===== src/rtl/ps2_pkg.sv =====
// Shared PS/2 definitions: transmitter states, keyboard command bytes and device replies.
package ps2_pkg;

    typedef enum logic [2:0] {
        IDLE,
        INHIBIT,
        REQ,
        SHIFT,
        ACK,
        WAIT_IDLE
    } ps2_tx_state_e;

    localparam logic [7:0] CMD_SET_LEDS = 8'hED;
    localparam logic [7:0] CMD_RESET    = 8'hFF;
    localparam logic [7:0] CMD_ENABLE   = 8'hF4;

    localparam logic [7:0] RSP_ACK      = 8'hFA;
    localparam logic [7:0] RSP_RESEND   = 8'hFE;

    // Odd parity bit: makes the total count of ones in data+parity odd.
    function automatic logic odd_parity(input logic [7:0] data);
        return ~^data;
    endfunction

endpackage


===== src/rtl/ps2_line_filter.sv =====
// PS/2 pin conditioning: 2-flop synchronizers on both pins, glitch filter on the clock,
// and one-cycle fall/rise strobes of the filtered clock. Shared with the receive path.
module ps2_line_filter #(
    parameter int unsigned FILTER_LEN = 8
) (
    input  logic clk,
    input  logic rst,
    input  logic clk_raw,
    input  logic data_raw,
    output logic clk_filt,
    output logic data_sync,
    output logic fall,
    output logic rise
);

    localparam int unsigned CW = (FILTER_LEN > 1) ? $clog2(FILTER_LEN) : 1;
    localparam logic [CW-1:0] CNT_LAST = CW'(FILTER_LEN - 1);

    logic [1:0]    clk_ff;
    logic [1:0]    data_ff;
    logic [CW-1:0] cnt;

    assign data_sync = data_ff[1];

    // Synchronizers; reset to the idle (released, pulled-up) level so no false edge follows reset.
    always_ff @(posedge clk or posedge rst) begin
        if (rst) begin
            clk_ff  <= 2'b11;
            data_ff <= 2'b11;
        end else begin
            clk_ff  <= {clk_ff[0], clk_raw};
            data_ff <= {data_ff[0], data_raw};
        end
    end

    // Filtered clock follows the synchronized clock only after FILTER_LEN differing samples in a row.
    always_ff @(posedge clk or posedge rst) begin
        if (rst) begin
            clk_filt <= 1'b1;
            cnt      <= '0;
            fall     <= 1'b0;
            rise     <= 1'b0;
        end else begin
            fall <= 1'b0;
            rise <= 1'b0;
            if (clk_ff[1] != clk_filt) begin
                if (cnt == CNT_LAST) begin
                    clk_filt <= clk_ff[1];
                    cnt      <= '0;
                    fall     <= ~clk_ff[1];
                    rise     <= clk_ff[1];
                end else begin
                    cnt <= cnt + 1'b1;
                end
            end else begin
                cnt <= '0;
            end
        end
    end

endmodule


===== src/rtl/ps2_host_tx.sv =====
// PS/2 host-to-device transmitter: request-to-send, 8 data bits + odd parity + stop clocked
// out on device clock falls, then ACK check. Open-drain lines are driven only low.
module ps2_host_tx
    import ps2_pkg::*;
#(
    parameter int unsigned INHIBIT_CYCLES = 5000,
    parameter int unsigned FILTER_LEN     = 8,
    parameter int unsigned TIMEOUT_CYCLES = 750000
) (
    input  logic       clk,
    input  logic       rst,
    input  logic [7:0] tx_data,
    input  logic       tx_start,
    output logic       tx_busy,
    output logic       tx_done,
    output logic       tx_error,
    input  logic       ps2_clk_in,
    input  logic       ps2_data_in,
    output logic       ps2_clk_oe,
    output logic       ps2_data_oe
);

    localparam int unsigned IW = $clog2(INHIBIT_CYCLES + 1);
    localparam int unsigned TW = $clog2(TIMEOUT_CYCLES + 1);
    localparam logic [IW-1:0] INH_LOAD = IW'(INHIBIT_CYCLES - 1);
    localparam logic [TW-1:0] TO_LAST  = TW'(TIMEOUT_CYCLES - 1);

    ps2_tx_state_e state;
    logic [9:0]    shreg;
    logic [3:0]    bit_cnt;
    logic [IW-1:0] inh_cnt;
    logic [TW-1:0] to_cnt;

    logic clk_filt;
    logic data_sync;
    logic clk_fall;
    logic clk_rise_unused;
    logic timed;

    ps2_line_filter #(
        .FILTER_LEN (FILTER_LEN)
    ) u_filter (
        .clk       (clk),
        .rst       (rst),
        .clk_raw   (ps2_clk_in),
        .data_raw  (ps2_data_in),
        .clk_filt  (clk_filt),
        .data_sync (data_sync),
        .fall      (clk_fall),
        .rise      (clk_rise_unused)
    );

    // Timeout window covers the whole device-clocked part of the transfer.
    assign timed = (state == SHIFT) || (state == ACK) || (state == WAIT_IDLE);

    // Transmit FSM with registered line enables and status pulses.
    always_ff @(posedge clk or posedge rst) begin
        if (rst) begin
            state       <= IDLE;
            shreg       <= '0;
            bit_cnt     <= '0;
            inh_cnt     <= '0;
            to_cnt      <= '0;
            tx_busy     <= 1'b0;
            tx_done     <= 1'b0;
            tx_error    <= 1'b0;
            ps2_clk_oe  <= 1'b0;
            ps2_data_oe <= 1'b0;
        end else begin
            tx_done  <= 1'b0;
            tx_error <= 1'b0;
            if (timed && (to_cnt == TO_LAST)) begin
                // Device stopped clocking: give both lines back and abort.
                state       <= IDLE;
                tx_busy     <= 1'b0;
                tx_error    <= 1'b1;
                ps2_clk_oe  <= 1'b0;
                ps2_data_oe <= 1'b0;
            end else begin
                if (timed) begin
                    to_cnt <= to_cnt + 1'b1;
                end
                case (state)
                    IDLE: begin
                        tx_busy     <= 1'b0;
                        ps2_clk_oe  <= 1'b0;
                        ps2_data_oe <= 1'b0;
                        if (tx_start) begin
                            shreg      <= {1'b1, odd_parity(tx_data), tx_data};
                            inh_cnt    <= INH_LOAD;
                            tx_busy    <= 1'b1;
                            ps2_clk_oe <= 1'b1;
                            state      <= INHIBIT;
                        end
                    end
                    INHIBIT: begin
                        if (inh_cnt == '0) begin
                            ps2_data_oe <= 1'b1;
                            state       <= REQ;
                        end else begin
                            inh_cnt <= inh_cnt - 1'b1;
                        end
                    end
                    REQ: begin
                        // Start bit stays driven low while the clock is handed to the device.
                        ps2_clk_oe <= 1'b0;
                        bit_cnt    <= '0;
                        to_cnt     <= '0;
                        state      <= SHIFT;
                    end
                    SHIFT: begin
                        if (clk_fall) begin
                            ps2_data_oe <= ~shreg[0];
                            shreg       <= {1'b1, shreg[9:1]};
                            bit_cnt     <= bit_cnt + 1'b1;
                            if (bit_cnt == 4'd9) begin
                                state <= ACK;
                            end
                        end
                    end
                    ACK: begin
                        if (clk_fall) begin
                            if (!data_sync) begin
                                state <= WAIT_IDLE;
                            end else begin
                                tx_error <= 1'b1;
                                tx_busy  <= 1'b0;
                                state    <= IDLE;
                            end
                        end
                    end
                    WAIT_IDLE: begin
                        if (clk_filt && data_sync) begin
                            tx_done <= 1'b1;
                            tx_busy <= 1'b0;
                            state   <= IDLE;
                        end
                    end
                    default: begin
                        state       <= IDLE;
                        tx_busy     <= 1'b0;
                        ps2_clk_oe  <= 1'b0;
                        ps2_data_oe <= 1'b0;
                    end
                endcase
            end
        end
    end

endmodule


===== config.mk =====
export PLATFORM = sky130hd
export DESIGN_NAME = ps2_host_tx
export DESIGN_NICKNAME = d
export VERILOG_FILES = /design/src/rtl/ps2_pkg.sv /design/src/rtl/ps2_line_filter.sv /design/src/rtl/ps2_host_tx.sv
export SDC_FILE = /design/constraint.sdc
export NUM_CORES = 1
export LEC_CHECK = 0
export ABC_AREA = 1
export BUFFER_PORTS_ARGS = -buffer_cell sky130_fd_sc_hd__buf_2
export CORE_MARGIN = 5
export CORE_UTILIZATION = 50
export CTS_CLUSTER_SIZE = 16
export DETAILED_ROUTE_END_ITERATION = 12
export PLACE_DENSITY = 0.67
export SLEW_MARGIN = 20
export SYNTH_ARGS = -nofsm -noshare
export SYNTH_HDL_FRONTEND = slang
export SYNTH_SLANG_ARGS = --single-unit

===== constraint.sdc =====
create_clock -name clk -period 2.3 [get_ports clk]
set_input_delay 0 -clock clk [delete_from_list [all_inputs] [get_ports clk]]
set_output_delay 0 -clock clk [all_outputs]
set_load 0.05 [all_outputs]

==> Word-level counts from Yosys, hierarchy flattened <==
Cells that the tools add are included.
{ "word_totals": {"reg_bits": 64, "in_bits": 13, "out_inout_bits": 5} }
{ "classes": {"add_sub_neg": 4, "eq_ne": 22, "muxes": 42, "bitwise": 3, "reduce_logical": 22} }
{ "ops": {"columns": ["operator", "count"], "rows": [
  ["$mux 20", 2],
  ["$mux 3", 10],
  ["$mux 13", 2],
  ["$pmux 13 s2", 1],
  ["$add 20x1->20 const B", 1],
  ["$eq 20x20->1 const B", 1],
  ["$mux 10", 2],
  ["$pmux 10 s2", 1],
  ["$mux 1", 18],
  ["$pmux 3 s6", 1],
  ["$ne 3x1->1 const B", 5],
  ["$logic_not 13->1", 1],
  ["$sub 13x1->13 const B", 1],
  ["$reduce_and 4->1", 3],
  ["$eq 3x3->1 const B", 3],
  ["$ne 2x1->1 const B", 4],
  ["$pmux 4 s2", 1],
  ["$reduce_bool 2->1", 4],
  ["$reduce_xnor 8->1", 1],
  ["$eq 3x2->1 const B", 2],
  ["$ne 3x3->1 const B", 2],
  ["$reduce_and 3->1", 2],
  ["$reduce_and 6->1", 1],
  ["$reduce_or 3->1", 2],
  ["other kinds (16)", 22]
]} }

==> Logic depth before layout (Yosys ltp) <==
{ "depth": {"word_depth": 6, "mapped_depth": 13} }

==> Hierarchy <==
A second synthesis with hierarchy kept.
{ "unflattened": {"cells_unflattened": 594, "area_unflattened_um2": 4093.9} }
{ "by_module_without_submodules": {"columns": ["mod", "instances", "cells_each", "area_each_um2", "seq_area_each_um2"], "rows": [
  ["ps2_host_tx", 1, 565, 3742.3, 1376.3],
  ["ps2_line_filter", 1, 29, 351.6, 256.5]
]} }

==> Worst setup path before layout <==
No wires, ideal clock.
{ "synth_timing": {"path_kind": "reg-to-reg", "startpoint": "reg to_cnt[0]", "endpoint": "reg shreg[9]", "setup_ns": 0.124, "t_arrival_ns": 1.609, "slack_ns": 0.567, "path_stages_with_launch": 13, "synth_period_minus_slack_ns": 1.733, "path_cell_list": "dfrtp_1 ha_1 buf_4 inv_2 nor2_4 nand3_2 nor2_4 nand2_4 nand2_4 inv_4 nand2_8 inv_6 or2_1"} }
{ "synth_between": {"elab_chain_len": 4} }
{ "synth_rtl": {"columns": ["element", "line", "rtl"], "rows": [
  ["from (decl)", "ps2_host_tx.sv:32", "logic [TW-1:0] to_cnt;"],
  ["from (signal assigned)", "ps2_host_tx.sv:81", "to_cnt <= to_cnt + 1'b1;"],
  ["$eq 20x20->1", "ps2_host_tx.sv:72", "if (timed && (to_cnt == TO_LAST)) begin"],
  ["$logic_and 1x1->1", "ps2_host_tx.sv:72", null],
  ["$not 1->1 (no line)", null, null],
  ["$reduce_and 4->1 (no line)", null, null],
  ["to (signal assigned)", "ps2_host_tx.sv:89", "shreg <= {1'b1, odd_parity(tx_data), tx_data};"],
  ["to (signal assigned)", "ps2_host_tx.sv:114", "shreg <= {1'b1, shreg[9:1]};"],
  ["to (decl)", "ps2_host_tx.sv:29", "logic [9:0] shreg;"]
]} }
Every way passes these cells.
A chain may end at the register's enable or synchronous reset.

==> Worst setup path after layout <==
Ends and elaborated chain as after synthesis.

==> metrics <==
buffers added on ports 17; Max Fclk 503 MHz; CTS buffer count 9; asr flop ratio synth 1.00; RSZ-0062 raised after global routing false; Simple-Gate Fraction of Synth Area 0.376; Slew Viols, Final 0; initial cell density of the core 0.503; GPL Wtd Cong 0.894; final hold vios 0; post-DP HPWL 6250 µm; Netlist cell types 36; drt pass-1 iters 4; Worst Tran Pin Value 518 ps; Die Width 97.5 µm; post-route clock period utilization 0.864; status finished, final reports clean; vias in the first global route 3,399; die height 97.5 µm; Yosys warning count 0; Mapped Cells 528; Detail Route Antenna Nets 0; routed wire length 8570 µm; total chip power 4.40 mW; Syn Nets 548; row count 32; layout cells sized above 1 0.131; # clock sinks 64; Seq/Total Area, Yosys 0.420; # diodes 0; skew final 9.37 ps; number of flops mapped to enable cells by yosys 0; Main synth FF type dfrtp_1; Vias 3,401; Vias/cell 5.04; pin count of the biggest net entering global routing 51; initial DRC count 262; clock tree buffer depth 2; maximum VDD drop 0.548 mV; P_leak 2.14 nW; setup_tns 0 ps; commonest cells after routing, fill and taps aside nand2_1 (170), nor2_1 (69), dfrtp_1 (59), inv_1 (48), nand3_1 (39); Clock transition at path regs 70 ps; Critical Path End Type register; root buffer cell clkbuf_8; WL per Instance 12.7 µm; CTS tree done; IO Count 18; Synth Register Bits 64; PD cells 1010 mW/mm²; Total Routing Usage GR 0.195; DRC 0; Worst Path Arrival 2210 ps; combinational family with the most area after synthesis simple AND/OR/NAND/NOR gates; final setup fails 0; die footprint 0.00951 mm²; min Tclk post-route 1990 ps; slew margin rel. 0.652; compound-cell area share of the yosys netlist 0.0598; CP Data Required Time 2530 ps; cell area after synthesis 0.00383 mm²; HP Class in -> reg; grt ovf 0; Syn Area/Cell 7.25 µm²; final hold slack 163 ps; commonest non-fill, non-tap cell in the layout nand2_1; first-pass GRT wire length 15,300 µm; H-tree Lvls 3; initial antenna violation count 0; Adder-Cell Fraction of Synth Area 0.0229; P&R area growth vs syn 14.1%; mux cell area share after synthesis 0; Setup CP Type reg -> reg; Post-CTS Setup Inserts 0; max-cap viol count 0; CP max FO 10; core footprint 0.00761 mm²; Nets 588; Startpoint Class register; Synth Area in XOR/XNOR 0.0503; Skew-Pair Late Insertion Delay 350 ps
path summary, 6_finish.rpt:
check / from / endpoint / slack [ps] / cells after the start
max: to_cnt[0] / shreg[9] / 310 / 11
min: tx_start / tx_busy / 160 / 4
max reg2reg: to_cnt[0] / shreg[9] / 310 / 11
min reg2reg: u_filter.clk_ff[0] / u_filter.clk_ff[1] / 360 / 0
max in group asynchronous: rst / u_filter.data_ff[1] / 1510 / 4
min in group asynchronous: rst / to_cnt[5] / 170 / 3
timing repair:
| action | CTS | global route |
|---|---|---|
| endpoints found under the hold margin | 69 | 0 |
| hold buffers | 11 | 0 |
| gates resized for setup | 0 | 0 |
registers in the layout (all words and copies together), names as in the netlist:
name and flops:
bit_cnt 4, inh_cnt 13, ps2_clk_oe 1, ps2_data_oe 1, shreg 10, state 3, to_cnt 20, tx_busy 1
tx_done 1, tx_error 1, u_filter.clk_ff 2, u_filter.clk_filt 1, u_filter.cnt 3, u_filter.data_ff 2, u_filter.fall 1
kinds of logic after synthesis:
family / after synthesis
and+or+nand+nor: 326
buffers and inverters: 66
DFF: 64
AOI/OAI and AO/OA: 43
xor gates and xnor gates: 22
adders and majority gates: 7
area by class of cell:
type,count,area [µm²]
clock buffers,10,128
clock inverters,6,61.3
fillers,735,3240
inverters,60,233
multi-input cells,398,1950
flip-flops and latches,64,1610
well taps,102,128
repair buffers,35,260
synth_stat cells, types with 3 or more instances:
library cell,count,area (µm²)
nand2_1,170,638
nor2_1,69,259
dfrtp_1,59,1480
inv_1,49,184
nand3_1,39,195
o21ai_0,21,105
xor2_1,15,131
nand4_1,14,87.6
nor3_1,10,50.1
a21oi_1,9,45.0
inv_2,9,33.8
ha_1,7,87.6
o21ai_1,7,35.0
xnor2_1,7,61.3
dfstp_2,5,131
nand2_2,5,31.3
nor2_4,5,56.3
nand2_4,3,33.8
o31ai_1,3,22.5
per-layer routing:
layer,track usage,part of all wire,vias up
met5,0,0,-
met2,0.319,0.47,62
met4,0.0724,0.018,0
li1,-,-,1750
met1,0.253,0.47,1575
met3,0.0409,0.039,14
through the flow:
| step | utilization | setup WS [ps] | std cells | instance area, µm² |
|---|---|---|---|---|
| floorplan | - | 567 | 528 | 3830 |
| CTS | 0.574 | 306 | 675 | 4370 |
| finish | 0.574 | 313 | 675 | 4370 |
| global route | 0.574 | 96.4 | 675 | 4370 |
| detailed placement | 0.535 | 313 | 648 | 4070 |
| global placement | 0.535 | 388 | 648 | 4070 |
power by group:
group | internal (mW) | leakage [nW] | switching [mW]
clock network | 0.496 | 0.0960 | 0.435
registers | 1.40 | 0.815 | 0.226
logic | 0.571 | 1.23 | 1.27
worst max-delay path, stage by stage, from the launching register on:
cell	delay, ps
dfrtp_1	410
ha_1	360
inv_2	90
nor2_4	180
nand3_2	110
nor2_4	150
nand2_4	90
nand2_4	80
inv_4	50
nand2_8	90
inv_6	60
or2_1	200
(Power assumes the default switching activity.)
